[src/rtl/universal_shift_register_p_pkg.sv]
// Shared definitions for the parametrised universal shift register: operation
// modes, FSM state encoding and the mode field width.
package usr_pkg;

  localparam int MODE_W = 3;

  typedef enum logic [MODE_W-1:0] {
    MODE_HOLD = 3'b000,
    MODE_SHR  = 3'b001,
    MODE_SHL  = 3'b010,
    MODE_LOAD = 3'b011,
    MODE_ROR  = 3'b100,
    MODE_ROL  = 3'b101,
    MODE_ASR  = 3'b110,
    MODE_RSVD = 3'b111
  } mode_e;

  typedef logic [0:0] state_t;

  localparam state_t ST_IDLE = 1'b0;
  localparam state_t ST_BUSY = 1'b1;

endpackage

[src/rtl/universal_shift_register_p_step.sv]
// Combinational next-value logic for one register step, shared by the
// single-step and burst paths.
module usr_step_core
  import usr_pkg::*;
#(
  parameter int WIDTH = 4
) (
  input  logic [WIDTH-1:0]  cur,
  input  logic [MODE_W-1:0] mode,
  input  logic [WIDTH-1:0]  parin,
  input  logic              sin_msb,
  input  logic              sin_lsb,
  output logic [WIDTH-1:0]  nxt,
  output logic              sout_nxt,
  output logic              sout_upd
);

  logic signed [WIDTH-1:0] cur_s;

  assign cur_s = cur;

  always_comb begin
    nxt      = cur;
    sout_nxt = 1'b0;
    sout_upd = 1'b0;
    case (mode)
      MODE_SHR: begin
        nxt      = {sin_msb, cur[WIDTH-1:1]};
        sout_nxt = cur[0];
        sout_upd = 1'b1;
      end
      MODE_SHL: begin
        nxt      = {cur[WIDTH-2:0], sin_lsb};
        sout_nxt = cur[WIDTH-1];
        sout_upd = 1'b1;
      end
      MODE_LOAD: begin
        nxt = parin;
      end
      MODE_ROR: begin
        nxt      = {cur[0], cur[WIDTH-1:1]};
        sout_nxt = cur[0];
        sout_upd = 1'b1;
      end
      MODE_ROL: begin
        nxt      = {cur[WIDTH-2:0], cur[WIDTH-1]};
        sout_nxt = cur[WIDTH-1];
        sout_upd = 1'b1;
      end
      MODE_ASR: begin
        nxt      = cur_s >>> 1;
        sout_nxt = cur[0];
        sout_upd = 1'b1;
      end
      default: begin
        nxt = cur;
      end
    endcase
  end

endmodule

[src/rtl/universal_shift_register_p.sv]
// Universal shift register with single-step operation and a burst engine that
// repeats a latched mode for a programmed number of cycles.
module universal_shift_register_p
  import usr_pkg::*;
#(
  parameter int WIDTH     = 4,
  parameter int MAX_COUNT = WIDTH,
  parameter int CW        = $clog2(MAX_COUNT + 1)
) (
  input  logic              clk,
  input  logic              clr,
  input  logic              en,
  input  logic [MODE_W-1:0] mode,
  input  logic [WIDTH-1:0]  parin,
  input  logic              sin_msb,
  input  logic              sin_lsb,
  input  logic              start,
  input  logic [CW-1:0]     count,
  output logic [WIDTH-1:0]  out,
  output logic              sout,
  output logic              busy,
  output logic              done
);

  localparam logic [CW-1:0] MAXC = CW'(MAX_COUNT);

  function automatic logic [CW-1:0] sat_count(input logic [CW-1:0] c);
    return (c > MAXC) ? MAXC : c;
  endfunction

  state_t              state_p0;
  logic [WIDTH-1:0]    shreg_p0;
  logic                sout_p0;
  logic                done_p0;
  logic [CW-1:0]       cnt_p0;
  logic [MODE_W-1:0]   mode_p0;
  logic [WIDTH-1:0]    parin_p0;

  logic [MODE_W-1:0]   step_mode;
  logic [WIDTH-1:0]    step_parin;
  logic [WIDTH-1:0]    step_nxt;
  logic                step_sout;
  logic                step_sout_upd;
  logic [CW-1:0]       cnt_sat;

  // While busy, the step core sees only the values captured at burst start.
  assign step_mode  = (state_p0 == ST_BUSY) ? mode_p0  : mode;
  assign step_parin = (state_p0 == ST_BUSY) ? parin_p0 : parin;
  assign cnt_sat    = sat_count(count);

  usr_step_core #(
    .WIDTH (WIDTH)
  ) u_step (
    .cur      (shreg_p0),
    .mode     (step_mode),
    .parin    (step_parin),
    .sin_msb  (sin_msb),
    .sin_lsb  (sin_lsb),
    .nxt      (step_nxt),
    .sout_nxt (step_sout),
    .sout_upd (step_sout_upd)
  );

  // Stage p0: register, serial-out, FSM and burst counter
  always_ff @(posedge clk) begin
    if (clr) begin
      state_p0 <= ST_IDLE;
      shreg_p0 <= '0;
      sout_p0  <= 1'b0;
      done_p0  <= 1'b0;
      cnt_p0   <= '0;
      mode_p0  <= MODE_HOLD;
      parin_p0 <= '0;
    end else begin
      done_p0 <= 1'b0;
      case (state_p0)
        ST_IDLE: begin
          if (start) begin
            if (cnt_sat == '0) begin
              done_p0 <= 1'b1;
            end else begin
              state_p0 <= ST_BUSY;
              cnt_p0   <= cnt_sat;
              mode_p0  <= mode;
              parin_p0 <= parin;
            end
          end else if (en) begin
            shreg_p0 <= step_nxt;
            if (step_sout_upd) sout_p0 <= step_sout;
          end
        end
        default: begin
          shreg_p0 <= step_nxt;
          if (step_sout_upd) sout_p0 <= step_sout;
          cnt_p0 <= cnt_p0 - 1'b1;
          if (cnt_p0 == CW'(1)) begin
            state_p0 <= ST_IDLE;
            done_p0  <= 1'b1;
          end
        end
      endcase
    end
  end

  assign out  = shreg_p0;
  assign sout = sout_p0;
  assign busy = (state_p0 == ST_BUSY);
  assign done = done_p0;

endmodule

[config.mk]
export PLATFORM = sky130hd
export DESIGN_NAME = universal_shift_register_p
export DESIGN_NICKNAME = d
export VERILOG_FILES = /design/src/rtl/universal_shift_register_p_pkg.sv /design/src/rtl/universal_shift_register_p_step.sv /design/src/rtl/universal_shift_register_p.sv
export SDC_FILE = /design/constraint.sdc
export NUM_CORES = 1
export LEC_CHECK = 0
export CAP_MARGIN = 10
export CORE_ASPECT_RATIO = 1.25
export CORE_MARGIN = 5
export CORE_UTILIZATION = 45
export DETAILED_ROUTE_END_ITERATION = 7
export HOLD_SLACK_MARGIN = 0.08
export PLACE_DENSITY = 0.69
export SLEW_MARGIN = 10
export SYNTH_ARGS = -nofsm -noshare
export SYNTH_HDL_FRONTEND = slang
export SYNTH_HIERARCHICAL = 1
export SYNTH_SLANG_ARGS = --single-unit
export TNS_END_PERCENT = 50
[constraint.sdc]
create_clock -name clk -period 2.2 [get_ports clk]
set_input_delay 0.33 -clock clk [delete_from_list [all_inputs] [get_ports clk]]
set_output_delay 0.33 -clock clk [all_outputs]
set_load 0.005 [all_outputs]
==> impl_results.md <==
* Clock latency on the worst-skew pair at 0.29 ns
* Setup crit start kind: flop
* Clock Path Buffers at 2
* CP arrival at 2.22 ns
* Wire per inst at 15.22 µm
* Synthesized cell area at 0.001274 mm²
* GRT overflow at 0
* CP Capture Type: flop
* Minimum clock period at 2.008 ns
* Post-CTS Setup Bufs at 0
* Synth Instances at 146
* Syn nets at 164
* Rows at 21
* Netlist cell types at 44
* Fmax at 497.9 MHz
* Post-DP HPWL at 2166 µm
* GRT Util Overall at 15.71%
* Starting Density at 47.06%
* Via/cell ratio at 5.711
* YS warnings at 6
* Antenna cells at 0
* IO Port Bufs at 22
* Vias at 1125
* Slowest CP cell: dfxtp_1
* WS Path Type: reg -> reg
* Post-synthesis async set-or-reset flop share at 0%
* P_leak at 0.0005593 µW
* Die width at 57.59 µm
* Setup Viol. Count Final at 0
* Global-route wire length before repair at 5106 µm
* Peak VDD IR at 0.2968 mV
* Layout area overhead at 17.68%
* Crit path cell chain: mux2_2, buf_4, nand2b_1, a2bb2oi_1, o221a_1, o21ai_0, a21oi_1
* Number of maximum-capacitance violations at 0
* Clk sinks at 17
* Clock Tree Root: clkbuf_4
* Post-route DRC at 0
* Status: complete, no violations
* Slew Limit Fails at 0
* Clock Pin Slew Worst Setup and Hold Paths at 0.10 ns
* Register area share after synthesis at 26.72%
* Slew margin rel. at 64.45%
* Worst hold-check path type: reg -> reg
* #FFs+latches synth at 17
* Crit-path max FO at 16
* Power Total at 828.8 µW
* Num CTS Buffers at 3
* Top-Level Pins at 23
* Final WL at 2999 µm
* Commonest non-fill, non-tap cell in the layout: clkdlybuf4s50_1
* Worst Path Buf+Inv at 1
* Final antenna-violating net count at 0
* Die Area at 0.004001 mm²
* Top FF cell, synth: dfxtp_1
* Final setup skew at 0.004680 ns
* Most frequent cells in the layout: clkdlybuf4s50_1 (22), a21oi_1 (18), dfxtp_1 (17)
* Fin. Hold Viols at 0
* PD cells at 552.9 mW/mm²
* Vias in the first global route at 1112
* Final Net Count at 182
* Die H at 69.48 µm
* Initial DRT Pass Iterations at 4
* Unrepaired setup endpoints after global routing: false
* Pin count of the biggest net entering global routing at 22
* Critical Path RT at 2.41 ns
* Post-synth EDFFs at 0
* H-tree Lvls at 1
* Worst slew pin tran at 0.5321 ns
* Antenna violations before repair at 0
* CP delay by family, top: compound AO/OA/AOI/OAI gates
* Final TNS setup at 0 ns
* CTS tree: built
* First DRT Iteration DRCs at 54
* Period Utilization, post-route at 91.29%
* Final RePlAce weighted congestion at 0.8051
* Syn Area/Cell at 8.724 µm²
* CTS resizes at 0
* Core Region at 0.002706 mm²
* Ratio of cells with drive above 1 in the final layout at 18.40%
* Post-CTS Hold Buffers at 0
* Largest stage delay on the critical path at 0.49 ns
[final timing paths]
| check | start | endpoint | slack (ns) | cells after the start |
|---|---|---|---|---|
| max | busy$_SDFF_PP0_ | out[2]$_SDFFE_PP0N_ | 0.19 | 7 |
| min | parin_p0[0]$_SDFFE_PP0P_ | parin_p0[0]$_SDFFE_PP0P_ | 0.48 | 2 |
| max reg2reg | busy$_SDFF_PP0_ | out[2]$_SDFFE_PP0N_ | 0.19 | 7 |
| min reg2reg | parin_p0[0]$_SDFFE_PP0P_ | parin_p0[0]$_SDFFE_PP0P_ | 0.48 | 2 |
[synthesized netlist by cell type, types with 2 or more instances]
| cell | instances | area (µm²) |
|---|---|---|
| o211ai_1 | 2 | 15.01 |
| or3b_2 | 9 | 78.83 |
| inv_1 | 7 | 26.28 |
| dfxtp_1 | 17 | 340.3 |
| a31oi_1 | 2 | 12.51 |
| o21ai_0 | 13 | 65.06 |
| a2bb2oi_1 | 3 | 26.28 |
| nor2_1 | 4 | 15.01 |
| nand2b_1 | 5 | 31.28 |
| buf_6 | 4 | 45.04 |
| nor2b_1 | 5 | 31.28 |
| nand2_1 | 2 | 7.510 |
| or3b_1 | 2 | 17.52 |
| and3b_1 | 4 | 35.03 |
| mux2i_1 | 5 | 50.05 |
| clkbuf_1 | 4 | 15.01 |
| nor3_1 | 3 | 15.01 |
| a21oi_1 | 18 | 90.09 |
| o221a_1 | 2 | 22.52 |
| o21ai_1 | 2 | 10.01 |
| ha_1 | 2 | 25.02 |
| buf_2 | 3 | 15.01 |
| mux2_2 | 7 | 78.83 |
[per-layer routing]
metal	up-vias	track usage [%]	wire, µm
li1	575	-	-
met1	519	20.50	1326
met2	29	25.88	1528
met3	2	1.676	118
met4	0	6.186	25
met5	-	0	0
[stage by stage]
step / util (%) / area [µm²] / std cells / hold slack (ns) / worst slack (ns)
after floorplan: - / 1274 / 146 / 0.4500 / 0.08339
after global placement: 54.42 / 1473 / 193 / 0.4584 / 0.08666
after detailed placement: 54.42 / 1473 / 193 / 0.4658 / 0.02321
after CTS: 55.39 / 1499 / 197 / 0.4827 / 0.1954
after global routing: 55.39 / 1499 / 197 / 0.5026 / 0.06443
final: 55.39 / 1499 / 197 / 0.4814 / 0.1916
[worst register-to-register path: cells and delay by family, from the launching register on]
kind                   cells  cell delay [ns]
AND/OR/NAND/NOR            1             0.13
flip-flops                 1             0.49
AO/OA/AOI/OAI              4             0.63
buffers and inverters      1             0.22
multiplexers               1             0.48
[state kept, by name (all words and copies together) (netlist names)]
| register | cells |
|---|---|
| cnt_p0 | 3 |
| out | 4 |
| done | 1 |
| mode_p0 | 3 |
| busy | 1 |
| sout | 1 |
| parin_p0 | 4 |
[cells by family (layout without fill, tap and decap cells)]
kind of cell / count (synthesis) / after routing / share of synthesized area, %
buf+inv: 20 / 37 / 9.429
flops: 17 / 17 / 26.72
mux: 14 / 14 / 13.06
fa+ha+maj: 2 / 2 / 1.964
xor+xnor: 1 / 1 / 0.6877
simple gates: 40 / 40 / 22.20
compound gates: 52 / 52 / 25.93
[final cells by class]
type,count,area (µm²)
Sequential cell,17,340.3
Inverter,7,26.28
Tap cell,34,42.54
Timing Repair Buffer,26,250.2
Multi-Input combinational cell,109,813.3
Fill cell,270,1207
Clock buffer,4,26.28
[power breakdown]
part           switching, µW  internal, µW  leakage, µW
Clock                   98.0          70.4    0.0000150
Combinational            131           164     0.000405
Sequential              31.4           334     0.000140
Total                    260           569     0.000559
Note: power is estimated with default switching activity, not from simulation.
